===== src/rtl/ov7670_stream_source.sv =====
// OV7670-compatible camera stream source: drives pclk/vsync/href and an RGB565
// byte stream carrying a selectable test pattern, framed like a physical sensor.
module ov7670_stream_source #(
  parameter int IMG_WIDTH   = 160,
  parameter int IMG_HEIGHT  = 120,
  parameter int H_BLANK     = 144,
  parameter int VSYNC_LINES = 3,
  parameter int V_BACK      = 17,
  parameter int V_FRONT     = 10
) (
  input  logic        clk,
  input  logic        reset,
  input  logic        en,
  input  logic [1:0]  pattern_sel,
  input  logic [15:0] solid_rgb565,
  output logic        cam_pclk,
  output logic        cam_vsync,
  output logic        cam_href,
  output logic [7:0]  cam_data,
  output logic        frame_done,
  output logic [7:0]  frame_cnt,
  output logic        busy
);

  localparam int ACT_SLOTS  = 2 * IMG_WIDTH;
  localparam int LINE_SLOTS = ACT_SLOTS + H_BLANK;
  localparam int BAR_PIX    = IMG_WIDTH / 8;
  localparam int SW         = $clog2(LINE_SLOTS);
  localparam int LW         = $clog2(VSYNC_LINES + V_BACK + IMG_HEIGHT + V_FRONT + 1);

  typedef enum logic [2:0] {
    S_IDLE   = 3'd0,
    S_VSYNC  = 3'd1,
    S_VBACK  = 3'd2,
    S_ACTIVE = 3'd3,
    S_VFRONT = 3'd4
  } state_t;

  state_t        state_q, state_d;
  logic          phase_q;
  logic [SW-1:0] slot_q, slot_d;
  logic [LW-1:0] line_q, line_d;
  logic [1:0]    sel_q, sel_d;
  logic [15:0]   solid_q, solid_d;
  logic          vsync_q, vsync_d;
  logic          href_q, href_d;
  logic [7:0]    data_q, data_d;
  logic          busy_q, busy_d;
  logic          frame_done_q;
  logic [7:0]    frame_cnt_q;

  logic [LW-1:0] line_last_s;
  logic          line_end_s;
  logic          state_end_s;
  logic          frame_end_s;
  logic [15:0]   x_s;
  logic          y3_s;
  logic [15:0]   pix_s;

  function automatic logic [15:0] pattern_pixel(
    input logic [1:0]  sel,
    input logic [15:0] solid,
    input logic [15:0] x,
    input logic        y3,
    input logic        odd_frame
  );
    logic [2:0]  bar;
    logic [7:0]  g;
    logic [15:0] pix;
    bar = 3'(x / 16'(BAR_PIX));
    g   = x[7:0];
    case (sel)
      2'd0: begin
        case (bar)
          3'd0:    pix = 16'hFFFF;
          3'd1:    pix = 16'hFFE0;
          3'd2:    pix = 16'h07FF;
          3'd3:    pix = 16'h07E0;
          3'd4:    pix = 16'hF81F;
          3'd5:    pix = 16'hF800;
          3'd6:    pix = 16'h001F;
          default: pix = 16'h0000;
        endcase
      end
      2'd1:    pix = solid;
      2'd2:    pix = {g[7:3], g[7:2], g[7:3]};
      default: pix = (x[3] ^ y3 ^ odd_frame) ? 16'hFFFF : 16'h0000;
    endcase
    return pix;
  endfunction

  // Number of line periods spent in the current state, minus one.
  always_comb begin
    case (state_q)
      S_VSYNC:  line_last_s = LW'(VSYNC_LINES - 1);
      S_VBACK:  line_last_s = LW'(V_BACK - 1);
      S_ACTIVE: line_last_s = LW'(IMG_HEIGHT - 1);
      S_VFRONT: line_last_s = LW'(V_FRONT - 1);
      default:  line_last_s = LW'(0);
    endcase
  end

  assign line_end_s  = (slot_q == SW'(LINE_SLOTS - 1));
  assign state_end_s = (line_q == line_last_s);
  assign frame_end_s = (state_q == S_VFRONT) && line_end_s && state_end_s;

  // Position and state of the slot that starts at the next pclk falling edge.
  always_comb begin
    state_d = state_q;
    slot_d  = slot_q;
    line_d  = line_q;
    sel_d   = sel_q;
    solid_d = solid_q;
    if (state_q == S_IDLE) begin
      slot_d = SW'(0);
      line_d = LW'(0);
      if (en) begin
        state_d = S_VSYNC;
        sel_d   = pattern_sel;
        solid_d = solid_rgb565;
      end else begin
        state_d = S_IDLE;
      end
    end else if (!line_end_s) begin
      slot_d = slot_q + SW'(1);
    end else if (!state_end_s) begin
      slot_d = SW'(0);
      line_d = line_q + LW'(1);
    end else begin
      slot_d = SW'(0);
      line_d = LW'(0);
      case (state_q)
        S_VSYNC:  state_d = (V_BACK == 0) ? S_ACTIVE : S_VBACK;
        S_VBACK:  state_d = S_ACTIVE;
        S_ACTIVE: state_d = S_VFRONT;
        S_VFRONT: begin
          if (en) begin
            state_d = S_VSYNC;
            sel_d   = pattern_sel;
            solid_d = solid_rgb565;
          end else begin
            state_d = S_IDLE;
          end
        end
        default:  state_d = S_IDLE;
      endcase
    end
  end

  // Output values for the upcoming slot; the pattern uses the per-frame latched settings.
  always_comb begin
    x_s     = 16'(slot_d >> 1);
    y3_s    = ((32'(line_d) >> 3) & 32'd1) != 32'd0;
    pix_s   = pattern_pixel(sel_q, solid_q, x_s, y3_s, frame_cnt_q[0]);
    vsync_d = (state_d == S_VSYNC);
    busy_d  = (state_d != S_IDLE);
    href_d  = (state_d == S_ACTIVE) && (slot_d < SW'(ACT_SLOTS));
    data_d  = href_d ? (slot_d[0] ? pix_s[7:0] : pix_s[15:8]) : 8'h00;
  end

  // Phase 0 -> 1 edge: frame completion bookkeeping; phase 1 -> 0 edge: advance one slot.
  always_ff @(posedge clk or negedge reset) begin
    if (!reset) begin
      state_q      <= S_IDLE;
      phase_q      <= 1'b0;
      slot_q       <= SW'(0);
      line_q       <= LW'(0);
      sel_q        <= 2'd0;
      solid_q      <= 16'h0000;
      vsync_q      <= 1'b0;
      href_q       <= 1'b0;
      data_q       <= 8'h00;
      busy_q       <= 1'b0;
      frame_done_q <= 1'b0;
      frame_cnt_q  <= 8'h00;
    end else begin
      phase_q      <= ~phase_q;
      frame_done_q <= 1'b0;
      if (!phase_q) begin
        if (frame_end_s) begin
          frame_done_q <= 1'b1;
          frame_cnt_q  <= frame_cnt_q + 8'd1;
        end
      end else begin
        state_q <= state_d;
        slot_q  <= slot_d;
        line_q  <= line_d;
        sel_q   <= sel_d;
        solid_q <= solid_d;
        vsync_q <= vsync_d;
        href_q  <= href_d;
        data_q  <= data_d;
        busy_q  <= busy_d;
      end
    end
  end

  assign cam_pclk   = phase_q;
  assign cam_vsync  = vsync_q;
  assign cam_href   = href_q;
  assign cam_data   = data_q;
  assign frame_done = frame_done_q;
  assign frame_cnt  = frame_cnt_q;
  assign busy       = busy_q;

endmodule


===== config.mk =====
export PLATFORM = sky130hd
export DESIGN_NAME = ov7670_stream_source
export DESIGN_NICKNAME = d
export VERILOG_FILES = /design/src/rtl/ov7670_stream_source.sv
export SDC_FILE = /design/constraint.sdc
export NUM_CORES = 1
export LEC_CHECK = 0
export ABC_CLOCK_PERIOD_IN_PS = 7400
export BUFFER_PORTS_ARGS = -buffer_cell sky130_fd_sc_hd__buf_2
export CAP_MARGIN = 20
export CORE_ASPECT_RATIO = 1.2
export CORE_MARGIN = 3
export CORE_UTILIZATION = 40
export DETAILED_ROUTE_END_ITERATION = 8
export GPL_ROUTABILITY_DRIVEN = 0
export SLEW_MARGIN = 40
export SYNTH_ARGS = -nofsm -noshare
export SYNTH_HDL_FRONTEND = slang
export SYNTH_SLANG_ARGS = --single-unit

===== constraint.sdc =====
create_clock -name clk -period 7.4 [get_ports clk]
set_clock_uncertainty 0.15 [all_clocks]
set_input_delay 0.37 -clock clk [delete_from_list [all_inputs] [get_ports clk]]
set_output_delay 0.37 -clock clk [all_outputs]
set_load 0.05 [all_outputs]

# Word level (Yosys, flattened, before mapping)
# Index checks and enable logic that the tools add are counted.
[classes]
add_sub_neg = 3
div_mod_pow = 1
n_lt_le_gt_ge = 1
eq_ne = 16
muxes = 28
bitwise_logic = 3
reduce_logical = 13
[op_table]
columns = ["op", "count"]
rows = [
  ["$pmux 16 s7", 1],
  ["$mux 16", 6],
  ["$pmux 16 s3", 1],
  ["$mux 8", 5],
  ["$pmux 7 s4", 1],
  ["$mux 9", 2],
  ["$add 8x1->8 const B", 2],
  ["$div 8x5->16 const B", 1],
  ["$eq 3x2->1 const B", 5],
  ["$eq 3x3->1 const B", 4],
  ["$pmux 3 s4", 1],
  ["$mux 2", 5],
  ["$add 9x1->9 const B", 1],
  ["$eq 3x1->1 const B", 3],
  ["$eq 9x9->1 const B", 1],
  ["$lt 9x9->1 const B", 1],
  ["$mux 3", 3],
  ["$eq 8x8->1", 1],
  ["$logic_not 3->1", 2],
  ["$reduce_bool 2->1", 3],
  ["$reduce_and 2->1", 2],
  ["$reduce_and 4->1", 1],
  ["$logic_and 1x1->1", 3],
  ["$mux 1", 3],
  ["other kinds (6)", 7],
]
[word_totals]
reg_bits = 59
input_bits = 21
output_inout_bits = 21
elab_cells = 78

# Depth between registers and ports, before layout
# Gate-level depths: netlist of run 1.
[depth]
ltp_word = 12
depth_mapped = 15

# Worst setup path after synthesis of run 1
# No wires, ideal clock.
[synth_timing]
kind = "register -> register"
start = "register slot_q[0]"
end = "register data_q[0] (netlist: cam_data[0])"
setup_ns = 0.087
arrival_time_ns = 3.120
required_time_ns = 7.163
setup_slack_ns = 4.043
path_stages_with_launch = 16
path_cell_list = "dfrtp_1 ha_1 and3_1 buf_4 mux2i_2 a21o_1 nand2_1 ha_1 nand2b_1 nor4_1 nand3_1 nand4b_1 o211ai_1 mux2i_1 nand2_1 a22oi_1"
[synth_via]
elab_chain_len = 9
word_cells_on_any_way = 26
cone_classes = "1 x add/sub; 1 x div; 1 x order compare; 8 x eq/ne; 11 x mux; 2 x bitwise; 2 x reduce/logical"
[synth_rtl]
columns = ["item", "line_no", "source"]
rows = [
  ["from (decl)", "41", "logic [SW-1:0] slot_q, slot_d;"],
  ["from (signal assigned)", "186", "slot_q <= slot_d;"],
  ["$add 9x1->9 or $eq 9x9->1 (tied branches)", "125, 103", ""],
  ["$mux 9 or $mux 8 (tied branches)", "124", "end else if (!line_end_s) begin"],
  ["$mux 9 or $mux 8 (tied branches)", "114", "if (state_q == S_IDLE) begin"],
  ["$div 8x5->16 or $xor 1x1->1 (tied branches)", "70, 87", ""],
  ["$eq 3x3->1 (tied with other cells)", "74", "case (bar)"],
  ["$pmux 16 s7 or $mux 16 (tied branches)", "74, 87", ""],
  ["$pmux 16 s3", "72", "case (sel)"],
  ["$mux 8", "158", "data_d = href_d ? (slot_d[0] ? pix_s[7:0] : pix_s[15:8]) : 8'h00;"],
  ["$mux 8 *", "158", ""],
  ["to (signal assigned)", "192", "data_q <= data_d;"],
  ["to (decl)", "47", "logic [7:0] data_q, data_d;"],
]
# Mark *: on every way between the ends. The rest lies on a longest branch, timed or not. The select of a mux whose other input is x is not followed.
# A chain may end at the register's enable or synchronous reset.

# Worst setup path after layout of run 1
[layout_timing]
start = "register slot_q[0]"
end = "register data_q[6] (netlist: cam_data[6])"
# The elaborated chain is that of the path after synthesis.

==> impl_results.md, run 1 <==
* Unrepaired setup endpoints after global routing: no
* Total grt overflow at 0
* Peak supply drop at 0.000103 V
* CP cell instances: ha_1, and3_1, mux2i_2, a21o_1, nand2_1, ha_1, nand2b_1, nor4_1, a21oi_1, nor2_1, nand2_1, o211ai_1, a221oi_1, o32ai_1
* Critical path's largest stage delay at 510 ps
* Clock latency on the worst-skew pair at 350 ps
* Worst-path clk slew at 70 ps
* Layout Cell Area excl Fill at 0.00424 mm²
* First-pass GRT wire length at 16400 µm
* Critical path launch point: slot_q[0]
* Drt wl/cell at 16.7 µm
* Cell area after synthesis at 0.00375 mm²
* Vias/cell at 5.86
* WS Path Type: reg2reg
* DIE AREA at 0.0106 mm²
* Syn_nets at 428
* Wl on met1 at 4220 µm
* Die W at 94.4 µm
* Share of the synthesized area in the top cell type at 39.4%
* Ys flop type: dfrtp_1
* Mapped Cells at 403
* Final core utilization at 46.7%
* Largest net degree at the start of global routing at 60
* Antenna fix cells at 0
* CTS resizes at 0
* Number of CTS-inserted buffers at 9
* DR top layer: met4
* CTS H-tree lvls at 3
* Crit path capture type: register
* Count of buffers from port buffering at 41
* IO Pins at 42
* CP max-delay cell: dfrtp_1
* WHS at 80.9 ps
* Critical path arrival at 4260 ps
* Outcome: finished, final reports clean
* Final Hold Fails at 0
* Via count at 3291
* FF-to-FF Start: slot_q[0]
* Hpwl dp at 6720 µm
* Area growth syn-to-layout at 13.1%
* Synthesis-stage register bit count at 59
* Fmax at 0.240 GHz
* Top post-synthesis cells by count: dfrtp_1, nand2_1, nor2_1, o21ai_0, mux2_2
* FP Rows at 38
* Slew Viols, Final at 0
* DR iter-0 viols at 253
* Reg-to-reg slack, setup at 3230 ps
* Relative slew slack at 49.6%
* Root Driver: clkbuf_8
* Core Region at 0.00908 mm²
* CTS tree: built
* Initial core utilization at 41.3%
* Final period util at 56.4%
* Max FO, Critical Path at 9
* Synth area leader: dfrtp_1
* Post-Place Setup Slack at 3290 ps
* Hold Path Class: in2reg
* Vias in the first global route at 3276
* Met2 wire length at 4470 µm
* Synth unique cells at 72
* Number of max-cap violations at 0
* Hold path startpoint: pattern_sel[0]
* Clock sinks at 59
* EDFF count, synth at 0
* WP data required at 7490 ps
* Yosys warns at 0
* Final worst slack at 3230 ps
* Most frequent cell after synthesis: dfrtp_1
* Placement Cell Area at 0.00402 mm²
* Met3 wire length at 468 µm
* Worst-case clock buffer depth at 2
* Initial antenna violation count at 0
* Height of the chip at 112 µm
* Leakage at 0.00191 µW
* Layout cells sized above 1 at 24.2%
* Final wirelength at 9390 µm
* Fraction of registers with async set/reset at 100%
* Sequential share of the synthesized area at 39.4%
* Post-route DRC at 0
* Synth top area cells: dfrtp_1, mux2_2, nand2_1
* GRT Total Usage at 19.5%
* Setup TNS at 0 ps
* DRT antenna net count at 0
* CP Launch Type: register
* Nets at 462
* First-pass DRT Iterations at 4
* Minimum clock period at 4170 ps
* Mean Syn Cell Area at 9.30 µm²
* Pwr Density at 151 mW/mm²
* Final setup violation count at 0
* Filler cell count at 890
* Actual slew at the worst max-slew pin at 756 ps
[power by group]
part	total (µW)	internal (µW)	switching [µW]	leakage, µW
combinational	12.5	4.72	7.81	0.00102
sequential	322	322	0	0.000789
clock	305	164	140	0.0000987
[what timing repair did]
action                                 4_1_cts  5_1_grt
endpoints found under the hold margin        0       59
hold buffers                                 0        1
buffers inserted                             0        0
[path summary, 6_finish.rpt]
check | to | depth (start not counted)
hold / removal | sel_q[0] | 3
max in group asynchronous | state_q[1] | 3
setup / recovery | cam_data[6] | 14
hold reg to reg | busy | 1
min in group asynchronous | slot_q[7] | 3
setup reg to reg | cam_data[6] | 14
[flip-flops by register name (all words and copies together), names as in the netlist]
signal,cells
busy,1
cam_pclk,1
solid_q,16
cam_href,1
frame_cnt,8
line_q,8
cam_vsync,1
slot_q,9
frame_done,1
cam_data,8
state_q,3
sel_q,2
[worst max-delay path, delay by kind of cell, from the launching register on]
kind / cells / cell delay, ps
AND/OR/NAND/NOR: 6 / 1320
adder cells (fa/ha/maj): 2 / 620
multiplexers: 1 / 360
flip-flops: 1 / 510
AO/OA/AOI/OAI: 5 / 1100
[layout by cell type, fill, tap and decap left out, drive strengths merged, types with 4 or more instances in the layout]
| master | netlist | routed |
|---|---|---|
| buf | 12 | 44 |
| nor2b | 7 | 7 |
| xor2 | 4 | 4 |
| nand2 | 40 | 40 |
| mux2i | 5 | 5 |
| nor2 | 30 | 30 |
| mux2 | 21 | 21 |
| xnor2 | 8 | 8 |
| nor4 | 5 | 5 |
| nand2b | 6 | 6 |
| nand3 | 17 | 17 |
| dfrtp | 59 | 59 |
| and3 | 5 | 5 |
| a211oi | 4 | 4 |
| o211a | 6 | 6 |
| inv | 12 | 13 |
| a21o | 4 | 4 |
| nor3 | 13 | 13 |
| a22o | 6 | 6 |
| o32ai | 5 | 5 |
| nand4 | 7 | 7 |
| o21ai | 33 | 33 |
| a22oi | 5 | 5 |
| a21oi | 20 | 20 |
| ha | 4 | 4 |
| a31oi | 5 | 5 |
| o211ai | 7 | 7 |
| clkbuf | 10 | 10 |
[logic make-up (layout without fill, tap and decap cells)]
logic type      after synthesis  after routing  share of synthesized area, %
compound gates              122            122                          23.7
buf+inv                      34             73                          4.10
simple gates                146            146                          20.9
mux                          26             26                          7.74
fa+ha+maj                     4              4                          1.33
xor+xnor                     12             12                          2.80
flops                        59             59                          39.4
[metal layers]
layer / vias up / track usage (%)
met5: - / 0
li1: 1576 / -
met3: 21 / 3.69
met2: 105 / 30.7
met1: 1589 / 26.7
met4: 0 / 7.51
[final cells by class]
cell class	count	area (µm²)	share of cell area (%)
timing repair buffer	45	241	5.69
sequential	59	1480	34.8
clock buffer	10	138	3.25
multi-input combinational	310	2130	50.1
inverter	12	45.0	1.06
tap	120	150	3.54
clock inverter	6	63.8	1.50
[per-stage QoR]
step,total power [µW],std cells
2_1_floorplan,329,403
3_3_place_gp,341,544
3_5_place_dp,341,545
4_1_cts,648,561
5_1_grt,665,562
6_report,640,562
Note: power is estimated with default switching activity, not from simulation.
==> inputs of run 2 (changes only) <==
--- a/config.mk
+++ b/config.mk
@@ -5,7 +5,7 @@
 export SDC_FILE = /design/constraint.sdc
 export NUM_CORES = 1
 export LEC_CHECK = 0
-export ABC_CLOCK_PERIOD_IN_PS = 7400
+export ABC_CLOCK_PERIOD_IN_PS = 4300
 export BUFFER_PORTS_ARGS = -buffer_cell sky130_fd_sc_hd__buf_2
 export CAP_MARGIN = 20
 export CORE_ASPECT_RATIO = 1.2
==> constraint.sdc (replaced) <==
create_clock -name clk -period 4.3 [get_ports clk]
set_clock_uncertainty 0.15 [all_clocks]
set_input_delay 0.215 -clock clk [delete_from_list [all_inputs] [get_ports clk]]
set_output_delay 0.215 -clock clk [all_outputs]
set_load 0.05 [all_outputs]
==> run 2 against run 1 <==
Net effect: sequential share of layout area is 1.5 points lower; combinational power increased to 2.7 times the previous value; cell area up 4.6%; sequential power grew 72%; final cell count increased by 3.6%; power is 74% higher; worst hold slack better by 21 ps; register-to-register slack lost 2800 ps; die area unchanged; utilization increased by 2.1 points.
==> impl_results.md, run 2 (same netlist as run 1, synthesis figures left out) <==
* Outcome: finished, final reports clean (unchanged)
* CP cell instances: ha_1, and3_1, mux2i_2, a21o_1, nand2_1, ha_1, nand2b_1, a21oi_1, mux2i_1, o32ai_2, mux2i_1, nand2_1, a22oi_1 (was ha_1, and3_1, mux2i_2, a21o_1, nand2_1, ha_1, nand2b_1, nor4_1, a21oi_1, nor2_1, nand2_1, o211ai_1, a221oi_1, o32ai_1)
* Number of CTS-inserted buffers at 9 (unchanged)
* Via count at 3341 (was 3291)
* Leakage at 0.00199 µW (was 0.00191 µW)
* Height of the chip at 112 µm (unchanged)
* Vias/cell at 5.74 (was 5.86)
* Max reg flops at 16 (unchanged)
* Final core utilization at 48.8% (was 46.7%)
* CTS tree: built (unchanged)
* Sum of buffers and inverters on the critical path at 0 (unchanged)
* Post-route DRC at 0 (unchanged)
* Critical path arrival at 4030 ps (was 4260 ps)
* Final Hold Fails at 0 (unchanged)
* Family with the most delay on the worst path: compound AO/OA/AOI/OAI gates (was simple AND/OR/NAND/NOR gates)
* Final period util at 91.1% (was 56.4%)
* Commonest non-fill, non-tap cell in the layout: dfrtp_1 (unchanged)
* Setup TNS at 0 ps (unchanged)
* Root Driver: clkbuf_8 (unchanged)
* GRT Total Usage at 19.1% (was 19.5%)
* CP Launch Type: register (unchanged)
* Fmax at 0.255 GHz (was 0.240 GHz)
* IO Pins at 42 (unchanged)
* Post-Place Setup Slack at 374 ps (was 3290 ps)
* Tot Pwr at 1110 µW (was 640 µW)
* Nets at 482 (was 462)
* Total grt overflow at 0 (unchanged)
* Initial core utilization at 41.3% (unchanged)
* CTS H-tree lvls at 3 (unchanged)
* FP Rows at 38 (unchanged)
* DIE AREA at 0.0106 mm² (unchanged)
* Hpwl dp at 6700 µm (was 6720 µm)
* Hold Path Class: in2reg (unchanged)
* Clock latency on the worst-skew pair at 350 ps (about the same)
* Hold EP: state_q[0] (was sel_q[0])
* First-pass GRT wire length at 16000 µm (was 16400 µm)
* Number of max-cap violations at 0 (unchanged)
* First-pass DRT Iterations at 4 (unchanged)
* Biggest register: solid_q (unchanged)
* Final wirelength at 9410 µm (was 9390 µm)
* Largest regs: solid_q x16, slot_q x9 (unchanged)
* Largest net degree at the start of global routing at 60 (unchanged)
* Most frequent cells in the layout: dfrtp_1, buf_2, nand2_1, nor2_1, o21ai_0 (unchanged)
* FF-to-FF Start: slot_q[0] (unchanged)
* Worst-path clk slew at 70 ps (about the same)
* Slew Viols, Final at 0 (unchanged)
* Crit path capture type: register (unchanged)
* # placed instances at 547 (was 545)
* Actual slew at the worst max-slew pin at 784 ps (was 756 ps)
* Pwr Density at 250 mW/mm² (was 151 mW/mm²)
* Critical path's largest stage delay at 470 ps (was 510 ps)
* Peak supply drop at 0.000239 V (was 0.000103 V)
* Fin cells at 582 (was 562)
* Count of buffers from port buffering at 41 (unchanged)
* Hold path startpoint: en (was pattern_sel[0])
* Clock sinks at 59 (unchanged)
* Layout cells sized above 1 at 23.8% (was 24.2%)
* Unrepaired setup endpoints after global routing: no (unchanged)
* R2R depth at 13 (was 14)
* Minimum clock period at 3920 ps (was 4170 ps)
* Initial antenna violation count at 0 (unchanged)
* Vias in the first global route at 3212 (was 3276)
* WS Path Type: reg2reg (unchanged)
* Core Region at 0.00908 mm² (unchanged)
* CP max-delay cell: dfrtp_1 (unchanged)
* Worst-case clock buffer depth at 2 (unchanged)
* R2r endpoint: cam_data[2] (was cam_data[6])
* Max FO, Critical Path at 9 (unchanged)
* Final worst slack at 385 ps (was 3230 ps)
* WHS Path Cells at 5 (was 3)
* WP data required at 4420 ps (was 7490 ps)
* Area growth syn-to-layout at 18.3% (was 13.1%)
* DRT antenna net count at 0 (unchanged)
* DR iter-0 viols at 264 (was 253)
* Drt wl/cell at 16.2 µm (was 16.7 µm)
* Post-CTS setup repair buffer count at 0 (unchanged)
* Relative slew slack at 47.7% (was 49.6%)
* Reg-to-reg slack, setup at 380 ps (was 3230 ps)
* Final setup violation count at 0 (unchanged)
* Die W at 94.4 µm (unchanged)
* Antenna fix cells at 0 (unchanged)
[run 2: cell types whose count changed in the layout (fill, tap and decap cells not counted), sizes merged]
cell         delta
dlygate4sd3    +18
clkinvlp        +1
buf             +2
clkbuf          -1
[run 2: worst reg2reg max path, delay by kind of cell, from the launching register on]
family / cells / cell delay, ps
AOI/OAI and AO/OA: 4 / 920
and+or+nand+nor: 4 / 900
muxes: 3 / 810
adders and majority gates: 2 / 590
DFF: 1 / 470
[run 2: final cells by class]
cell class | instances | area [µm²]
fillers | 851 | 4650
multi-input cells | 310 | 2130
flip-flops and latches | 59 | 1480
repair buffers | 65 | 437
well taps | 120 | 150
clock buffers | 9 | 124
clock inverters | 7 | 77.6
inverters | 12 | 45.0
[run 2: per-stage QoR]
stage          hold WS [ps]  cell area, µm²
2_1_floorplan          -231            3750
3_3_place_gp            272            4030
3_5_place_dp            282            4030
4_1_cts                98.0            4430
5_1_grt                 188            4440
6_report                102            4440
[run 2: worst max-delay path by stage]
| stage | from | to | slack, ps | cells past startpoint |
|---|---|---|---|---|
| after global routing | slot_q[0] | cam_data[7] | 10 | 14 |
| after detailed placement | slot_q[0] | cam_data[7] | 370 | 14 |
| after floorplan | slot_q[0] | cam_data[0] | 940 | 15 |
| after global placement | slot_q[0] | cam_data[7] | 510 | 14 |
| after CTS | slot_q[0] | cam_data[7] | 320 | 14 |
| final | slot_q[0] | cam_data[2] | 380 | 13 |
[run 2: routing by layer]
layer | vias to the layer above | part of all wire (%) | wire (µm) | global-route usage (%)
met5 | - | 0 | 0 | 0
met4 | 0 | 2.3 | 212 | 7.90
met3 | 15 | 3.8 | 360 | 3.69
met2 | 88 | 49 | 4630 | 30.7
met1 | 1624 | 45 | 4210 | 25.1
li1 | 1614 | - | - | -
[run 2: what timing repair did]
item	4_1_cts	5_1_grt
endpoints found under the hold margin	77	0
setup endpoints to repair	0	6
hold buffers	19	0
resized for setup	0	1
[run 2: power breakdown]
group	internal, µW	switching (µW)	total (µW)
combinational	18.7	15.4	34.1
clock	271	251	521
sequential	555	0	555
total	844	266	1110
